$ cat config.mk
export PLATFORM = sky130hd
export DESIGN_NAME = load_store_unit
export DESIGN_NICKNAME = d
export VERILOG_FILES = /design/src/rtl/load_store_unit.sv
export SDC_FILE = /design/constraint.sdc
export NUM_CORES = 1
export LEC_CHECK = 0
export ABC_AREA = 0
export BUFFER_PORTS_ARGS = -buffer_cell sky130_fd_sc_hd__buf_4
export CORE_MARGIN = 2
export CORE_UTILIZATION = 30
export CTS_BUF_LIST = sky130_fd_sc_hd__clkbuf_16
export DETAILED_ROUTE_END_ITERATION = 7
export HOLD_SLACK_MARGIN = 0.1
export SETUP_SLACK_MARGIN = 0.5
export SLEW_MARGIN = 20
export SYNTH_ARGS = -nofsm -noshare
export SYNTH_HDL_FRONTEND = slang
export SYNTH_SLANG_ARGS = --single-unit
$ cat constraint.sdc
create_clock -name clk -period 5.5 [get_ports clk]
set_clock_uncertainty 0.15 [all_clocks]
set_input_delay 0.275 -clock clk [delete_from_list [all_inputs] [get_ports clk]]
set_output_delay 0.275 -clock clk [all_outputs]
set_load 0.01 [all_outputs]
$ cat src/rtl/load_store_unit.sv
// Memory-stage load/store unit: decodes the M-stage access, drives a
// req/ack word bus, steers byte/half lanes, extends load data and flags
// misaligned or illegal accesses. Bus timeouts abort with bus_err.
module load_store_unit #(
    parameter int TIMEOUT = 255,
    parameter int CNT_W   = 8
) (
    input  logic        clk,
    input  logic        rst,
    input  logic        rd_en_M,
    input  logic        wr_en_M,
    input  logic [2:0]  funct3_M,
    input  logic [31:0] addr_M,
    input  logic [31:0] wdata_M,
    output logic [31:0] rdata_M,
    output logic        stall_M,
    output logic        misalign,
    output logic        bus_err,
    output logic        bus_req,
    output logic        bus_we,
    output logic [31:0] bus_addr,
    output logic [3:0]  bus_be,
    output logic [31:0] bus_wdata,
    input  logic [31:0] bus_rdata,
    input  logic        bus_ack
);

    typedef enum logic [1:0] {
        IDLE = 2'd0,
        BUSY = 2'd1,
        DONE = 2'd2
    } state_t;

    state_t state_reg, state_next;

    logic [CNT_W-1:0] cnt_reg;
    logic [2:0]       f3_reg;
    logic [1:0]       off_reg;

    logic        access;
    logic        f3_legal;
    logic        align_ok;
    logic        illegal;
    logic        legal;
    logic        timeout;
    logic [3:0]  be_next;
    logic [31:0] wdata_next;
    logic [31:0] load_ext;
    logic [7:0]  sel_byte;
    logic [15:0] sel_half;
    logic [7:0]  rbyte [4];

    // Split the returned word into its four byte lanes for steering.
    genvar gi;
    generate
        for (gi = 0; gi < 4; gi++) begin : g_lane
            assign rbyte[gi] = bus_rdata[8*gi +: 8];
        end
    endgenerate

    assign timeout = (cnt_reg == CNT_W'(TIMEOUT - 1));

    // Decode the M-stage request: legality, byte enables and replicated store data.
    always_comb begin
        access   = rd_en_M | wr_en_M;
        f3_legal = 1'b0;
        if (wr_en_M) begin
            f3_legal = (funct3_M == 3'b000) || (funct3_M == 3'b001) || (funct3_M == 3'b010);
        end else begin
            f3_legal = (funct3_M == 3'b000) || (funct3_M == 3'b001) || (funct3_M == 3'b010) ||
                       (funct3_M == 3'b100) || (funct3_M == 3'b101);
        end
        case (funct3_M[1:0])
            2'b01:   align_ok = (addr_M[0] == 1'b0);
            2'b10:   align_ok = (addr_M[1:0] == 2'b00);
            default: align_ok = 1'b1;
        endcase
        illegal = access & ((rd_en_M & wr_en_M) | ~f3_legal | ~align_ok);
        legal   = access & ~illegal;
        case (funct3_M[1:0])
            2'b00: begin
                be_next    = 4'b0001 << addr_M[1:0];
                wdata_next = {4{wdata_M[7:0]}};
            end
            2'b01: begin
                be_next    = addr_M[1] ? 4'b1100 : 4'b0011;
                wdata_next = {2{wdata_M[15:0]}};
            end
            default: begin
                be_next    = 4'b1111;
                wdata_next = wdata_M;
            end
        endcase
    end

    // Select and extend the addressed lane of the returned word.
    always_comb begin
        sel_byte = rbyte[off_reg];
        sel_half = off_reg[1] ? bus_rdata[31:16] : bus_rdata[15:0];
        case (f3_reg)
            3'b000:  load_ext = {{24{sel_byte[7]}}, sel_byte};
            3'b100:  load_ext = {24'd0, sel_byte};
            3'b001:  load_ext = {{16{sel_half[15]}}, sel_half};
            3'b101:  load_ext = {16'd0, sel_half};
            default: load_ext = bus_rdata;
        endcase
    end

    // State register.
    always_ff @(posedge clk) begin
        if (!rst) begin
            state_reg <= IDLE;
        end else begin
            state_reg <= state_next;
        end
    end

    // Next-state logic: DONE always returns to IDLE without looking at inputs.
    always_comb begin
        state_next = state_reg;
        case (state_reg)
            IDLE:    if (legal) state_next = BUSY;
            BUSY:    if (bus_ack || timeout) state_next = DONE;
            DONE:    state_next = IDLE;
            default: state_next = IDLE;
        endcase
    end

    // Combinational outputs; forced low while reset is asserted.
    always_comb begin
        stall_M  = 1'b0;
        misalign = 1'b0;
        if (rst) begin
            case (state_reg)
                IDLE: begin
                    stall_M  = legal;
                    misalign = illegal;
                end
                BUSY:    stall_M = 1'b1;
                default: stall_M = 1'b0;
            endcase
        end
    end

    // Registered bus interface, timeout counter and load result.
    always_ff @(posedge clk) begin
        if (!rst) begin
            cnt_reg   <= '0;
            f3_reg    <= 3'd0;
            off_reg   <= 2'd0;
            rdata_M   <= 32'd0;
            bus_err   <= 1'b0;
            bus_req   <= 1'b0;
            bus_we    <= 1'b0;
            bus_addr  <= 32'd0;
            bus_be    <= 4'd0;
            bus_wdata <= 32'd0;
        end else begin
            bus_err <= 1'b0;
            case (state_reg)
                IDLE: begin
                    if (legal) begin
                        cnt_reg   <= '0;
                        f3_reg    <= funct3_M;
                        off_reg   <= addr_M[1:0];
                        bus_req   <= 1'b1;
                        bus_we    <= wr_en_M;
                        bus_addr  <= {addr_M[31:2], 2'b00};
                        bus_be    <= be_next;
                        bus_wdata <= wdata_next;
                    end else if (illegal) begin
                        rdata_M <= 32'd0;
                    end
                end
                BUSY: begin
                    cnt_reg <= cnt_reg + 1'b1;
                    if (bus_ack || timeout) begin
                        bus_req   <= 1'b0;
                        bus_we    <= 1'b0;
                        bus_addr  <= 32'd0;
                        bus_be    <= 4'd0;
                        bus_wdata <= 32'd0;
                        if (bus_ack) begin
                            rdata_M <= bus_we ? 32'd0 : load_ext;
                        end else begin
                            rdata_M <= 32'd0;
                            bus_err <= 1'b1;
                        end
                    end
                end
                default: begin
                end
            endcase
        end
    end

endmodule
=== Word level (Yosys, flattened, before mapping) ===
Cells that the tools add are included.

* Bits in registers: 118
* Output and inout port bits: 105

* Add/subtract/negate cells: 1
* Order comparisons: 1
* Equal/unequal tests: 15
* Shift operators: 1
* Muxes and demuxes: 39
* Bitwise logic cells: 11
* Reductions and logical operators: 17

{| class="wikitable"
|+ Operators by type and width
! cell !! number
|-
| $mux 32 || 8
|-
| $pmux 32 s2 || 4
|-
| $pmux 32 s4 || 1
|-
| $mux 8 || 3
|-
| $bmux 8 s2 || 1
|-
| $mux 16 || 1
|-
| $pmux 4 s2 || 2
|-
| $pmux 8 s2 || 1
|-
| $eq 3x3->1 const B || 4
|-
| $mux 4 || 3
|-
| $add 8x1->8 const B || 1
|-
| $eq 8x8->1 const B || 1
|-
| $mux 1 || 8
|-
| $ne 2x2->1 const B || 4
|-
| $pmux 1 s2 || 4
|-
| $eq 3x1->1 const B || 2
|-
| $logic_not 2->1 || 3
|-
| $logic_not 3->1 || 2
|-
| $reduce_and 2->1 || 3
|-
| $reduce_and 3->1 || 2
|-
| $logic_or 1x1->1 || 5
|-
| $eq 2x1->1 const B || 2
|-
| $mux 2 || 2
|-
| $not 1->1 || 4
|-
| other kinds (10) || 14
|}

=== Depth between registers and ports, before layout ===
* Depth in word-level cells: 14
* Mapped depth: 10

=== Worst setup path after synthesis ===
No wires, ideal clock.

* Path type: input to register
* Start: input funct3_M[1]
* End: register rdata_M[13]
* Library setup time: 0.120 ns
* Arrival time: 1.841 ns
* Required time: 5.230 ns
* Slack: 3.390 ns
* Stages on the path: 10
* Buffers on the path: 3
* Cells stage by stage: inv_1 ha_1 buf_2 nor3_1 a221oi_2 a211o_1 and3_1 clkbuf_1 buf_2 a211o_1

* Cells in the longest elaborated chain, start to end: 14
* Elaborated cells on any way between the ends: 23
* Those cells by class: 8 x eq/ne; 2 x mux; 7 x bitwise; 6 x reduce/logical

{| class="wikitable"
|+ Ends and longest elaborated chain
! what !! line !! source
|-
| from (decl) || 12 || <nowiki>input logic [2:0] funct3_M,</nowiki>
|-
| $eq 3x1->1 or $logic_not 3->1 (tied branches) || 68, 70 ||
|-
| $logic_or 1x1->1 (2 in a row) || 68, 70 ||
|-
| $logic_or 1x1->1 || 70 || <nowiki>f3_legal = (funct3_M == 3'b000) || (funct3_M == 3'b001) || (funct3_M == 3'b010) ||</nowiki>
|-
| $logic_or 1x1->1 || 71 || <nowiki>(funct3_M == 3'b100) || (funct3_M == 3'b101);</nowiki>
|-
| $mux 1 || 67 || <nowiki>if (wr_en_M) begin</nowiki>
|-
| $not 1->1 || 78 || <nowiki>illegal = access & ((rd_en_M & wr_en_M) | ~f3_legal | ~align_ok);</nowiki>
|-
| $or 1x1->1 || 78 ||
|-
| $or 1x1->1 * || 78 ||
|-
| $and 1x1->1 * || 78 ||
|-
| $not 1->1 || 79 || <nowiki>legal = access & ~illegal;</nowiki>
|-
| $and 1x1->1 || 79 ||
|-
| $ne 2x2->1 (no line) || -- ||
|-
| $reduce_and 4->1 (no line) * || -- ||
|-
| to (signal assigned) || 184 || <nowiki>rdata_M <= bus_we ? 32'd0 : load_ext;</nowiki>
|-
| to (decl) || 15 || <nowiki>output logic [31:0] rdata_M,</nowiki>
|}

Mark *: on every way between the ends. The rest lies on a longest branch, timed or not.
A chain may end at the register's enable or synchronous reset.

=== Worst setup path after layout ===
* Start: input funct3_M[0]
* End: register bus_addr[22]

* Cells in the longest elaborated chain, start to end: 14
* Elaborated cells on any way between the ends: 22
* Those cells by class: 7 x eq/ne; 2 x mux; 7 x bitwise; 6 x reduce/logical

{| class="wikitable"
|+ Ends and longest elaborated chain
! what !! line !! source
|-
| $eq 3x1->1 or $logic_not 3->1 (tied branches) || 68, 70 ||
|-
| $logic_or 1x1->1 (2 in a row) || 68, 70 ||
|-
| $logic_or 1x1->1 || 70 ||
|-
| $logic_or 1x1->1 || 71 ||
|-
| $mux 1 || 67 ||
|-
| $not 1->1 || 78 ||
|-
| $or 1x1->1 || 78 ||
|-
| $or 1x1->1 * || 78 ||
|-
| $and 1x1->1 * || 78 ||
|-
| $not 1->1 * || 79 ||
|-
| $and 1x1->1 * || 79 ||
|-
| $ne 2x2->1 (no line) * || -- ||
|-
| $reduce_and 3->1 (no line) * || -- ||
|-
| to (signal assigned) || 168 || <nowiki>bus_addr <= {addr_M[31:2], 2'b00};</nowiki>
|-
| to (decl) || 21 || <nowiki>output logic [31:0] bus_addr,</nowiki>
|}

Marked as above.

==> results_dict.tcl <==
set metrics [dict create \
    grt_max_degree 72 \
    fill_cells 1632 \
    tightest_slew_ns 0.798 \
    viasPerCell 5.04 \
    clock_latency_ns 0.42 \
    area_growth_pct 62.4 \
    hold_path_class "input pin to flip-flop" \
    vias 5827 \
    p_leak_nw 3.52 \
    avgSynthCellArea_um2 8.08 \
    powerDensity_mw_per_mm2 281 \
    instances_no_fill 1156 \
    numClockSinks 116 \
    place_ws_ns 2.00 \
    fmax_mhz 308 \
    final_cell_mix "buf_4, dfxtp_1, nand2_1" \
    synth-seq-cells 116 \
    grt_pass1_wl_um 29500 \
    synth_edf_count 0 \
    synth-warning-count 0 \
    post-route-util 0.492 \
    ff2ff_path_depth 9 \
    h-tree-depth 4 \
    antenna_found_initial 0 \
    path_class "input pin to flip-flop" \
    synth_cell_type_count 46 \
    synth_area_leaders "dfxtp_1, a21oi_1, nand2_1" \
    irDropWorstVdd_v 0.000207 \
    path_clk_slew_ns 0.07 \
    clk_root_buffer_cell "clkbuf_16" \
    core_area_mm2 0.0171 \
    cts_tree "built" \
    reg_top3 "bus_wdata x32, rdata_M x32, bus_addr x30" \
    hold_path_depth 3 \
    first_iter_violations 324 \
    maxCapViolCount 0 \
    diodes 0 \
    seq_area_frac_synth 0.448 \
    dr.pass1.iters 4 \
    max-slew-margin-rel 0.468 \
    cp-start-kind "input pin" \
    syn-instance-count 641 \
    drt-total-wl_um 18900 \
    synth_top_area_cell "dfxtp_1" \
    numCtsBuffers 17 \
    gp_congestion 0.760 \
    status "finished, final reports clean" \
    nNetsFinal 1027 \
    hold_violations 0 \
    initial_utilization 0.303 \
    synth_async_sr_flop_share 0 \
    gr-total-overflow 0 \
    fin_tns_setup_ns 0 \
    die_h_um 135 \
    multi_input_area_mm2 0.00261 \
    die_w_um 135 \
    ctsLongestPathBuffers 2 \
    dieArea_mm2 0.0183 \
    io_pins 209 \
    cp.required_ns 5.70 \
    port_buffers 206 \
    track_usage 0.204 \
    final-setup-viol-count 0 \
    grt_pass1_vias 5628 \
    final_max_slew_viol_count 0 \
    seqCellArea_mm2 0.00232 \
    fin_crit_sh 0.590 \
    layout_setup_ws_ns 2.26 \
    drive_above_1_share 0.275 \
    final_common_cell "buf_4" \
    critPathArrivalTime_ns 3.45 \
    end_kind "flip-flop" \
    path_max_fanout 58 \
    placed_cells 1025 \
    rows 48 \
    syn-cell-area_mm2 0.00518 \
    drc 0 \
    finalCriticalPeriod_ns 3.24 \
    dpl.hpwl_um 12000 \
    antenna_left 0 \
    rsz0062_at_grt "no" \
    routedWlPerCell_um 16.3 \
    synth_top_area_share 0.448 \
    synthFlopType "dfxtp_1" \
]
-- report_power, final --
part	leakage (nW)	switching, W	total [W]	internal (W)
logic	2.31	0.000195	0.000384	0.000189
clock network	0.277	0.000452	0.00108	0.000632
registers	0.940	0.0000217	0.000895	0.000873
-- worst max-delay path: stages --
cell and delay (ns):
dlygate4sd3_1 0.53, buf_4 0.14, inv_1 0.08, ha_1 0.60, o21bai_1 0.18, a221oi_2 0.41
and2_4 0.63, buf_4 0.35, nand2_1 0.09, a21oi_1 0.13
-- stage by stage --
stage | power (W) | cell area [um^2] | hold WS, ns
3_5_place_dp | 0.00124 | 6850 | 0.302
3_3_place_gp | 0.00124 | 6840 | 0.299
4_1_cts | 0.00238 | 8410 | 0.110
5_1_grt | 0.00246 | 8420 | 0.127
2_1_floorplan | 0.00108 | 5190 | 0.204
6_report | 0.00236 | 8420 | 0.120
-- final cells by class --
cell class	instances	area share
Multi-Input combinational cell	462	0.310
Timing Repair Buffer	314	0.309
Sequential cell	116	0.276
Clock buffer	17	0.0505
Tap cell	225	0.0334
Clock inverter	15	0.0172
Inverter	7	0.00312
-- worst paths after layout --
path                      start      endpoint  slack [ns]
setup reg to reg     cnt_reg[0]    rdata_M[1]        2.87
setup / recovery    funct3_M[0]  bus_addr[22]        2.26
hold / removal    bus_rdata[12]   rdata_M[12]        0.12
hold reg to reg      rdata_M[7]    rdata_M[7]        0.31
-- kinds of logic (layout without fill, tap and decap cells) --
group	Yosys count	count (layout)	share of synthesized area
flops	116	116	0.448
simple gates	237	237	0.206
other cells	1	2	0.000724
fa+ha+maj	5	5	0.0121
compound gates	207	207	0.257
buf+inv	64	353	0.0541
mux	11	11	0.0212
-- synth_stat cells, types with 2 or more instances --
library cell and count:
dfxtp_1 116, nand2_1 115, a21oi_1 105, nand3_1 60
clkbuf_1 40, o2bb2ai_1 21, nor2_1 18, nor3_1 14
a221oi_1 13, o21ai_0 13, mux2i_1 11, nand2b_1 10
o22ai_1 10, a22oi_1 9, a22o_1 8, buf_2 8
buf_4 8, inv_1 6, ha_1 5, a211o_1 4
a2bb2oi_1 4, a31oi_1 4, and3_1 4, a2111oi_0 3
a311oi_1 3, nand4_1 3, o21bai_1 3, nand3b_1 2
nor2b_1 2, nor3b_1 2, or3_1 2
-- metal layers --
layer | vias to the layer above | global-route usage | wire, um
met5 | - | 0 | 0
met3 | 31 | 0.0718 | 1570
met2 | 237 | 0.323 | 8970
met4 | 0 | 0.0787 | 405
li1 | 2856 | - | -
met1 | 2703 | 0.256 | 7920
-- repair_timing --
item,CTS,global route
buffers inserted,0,0
hold buffers,99,0
hold endpoints to repair,102,0
resized for setup,0,0
No activity file was read; power rests on OpenSTA's default activity.
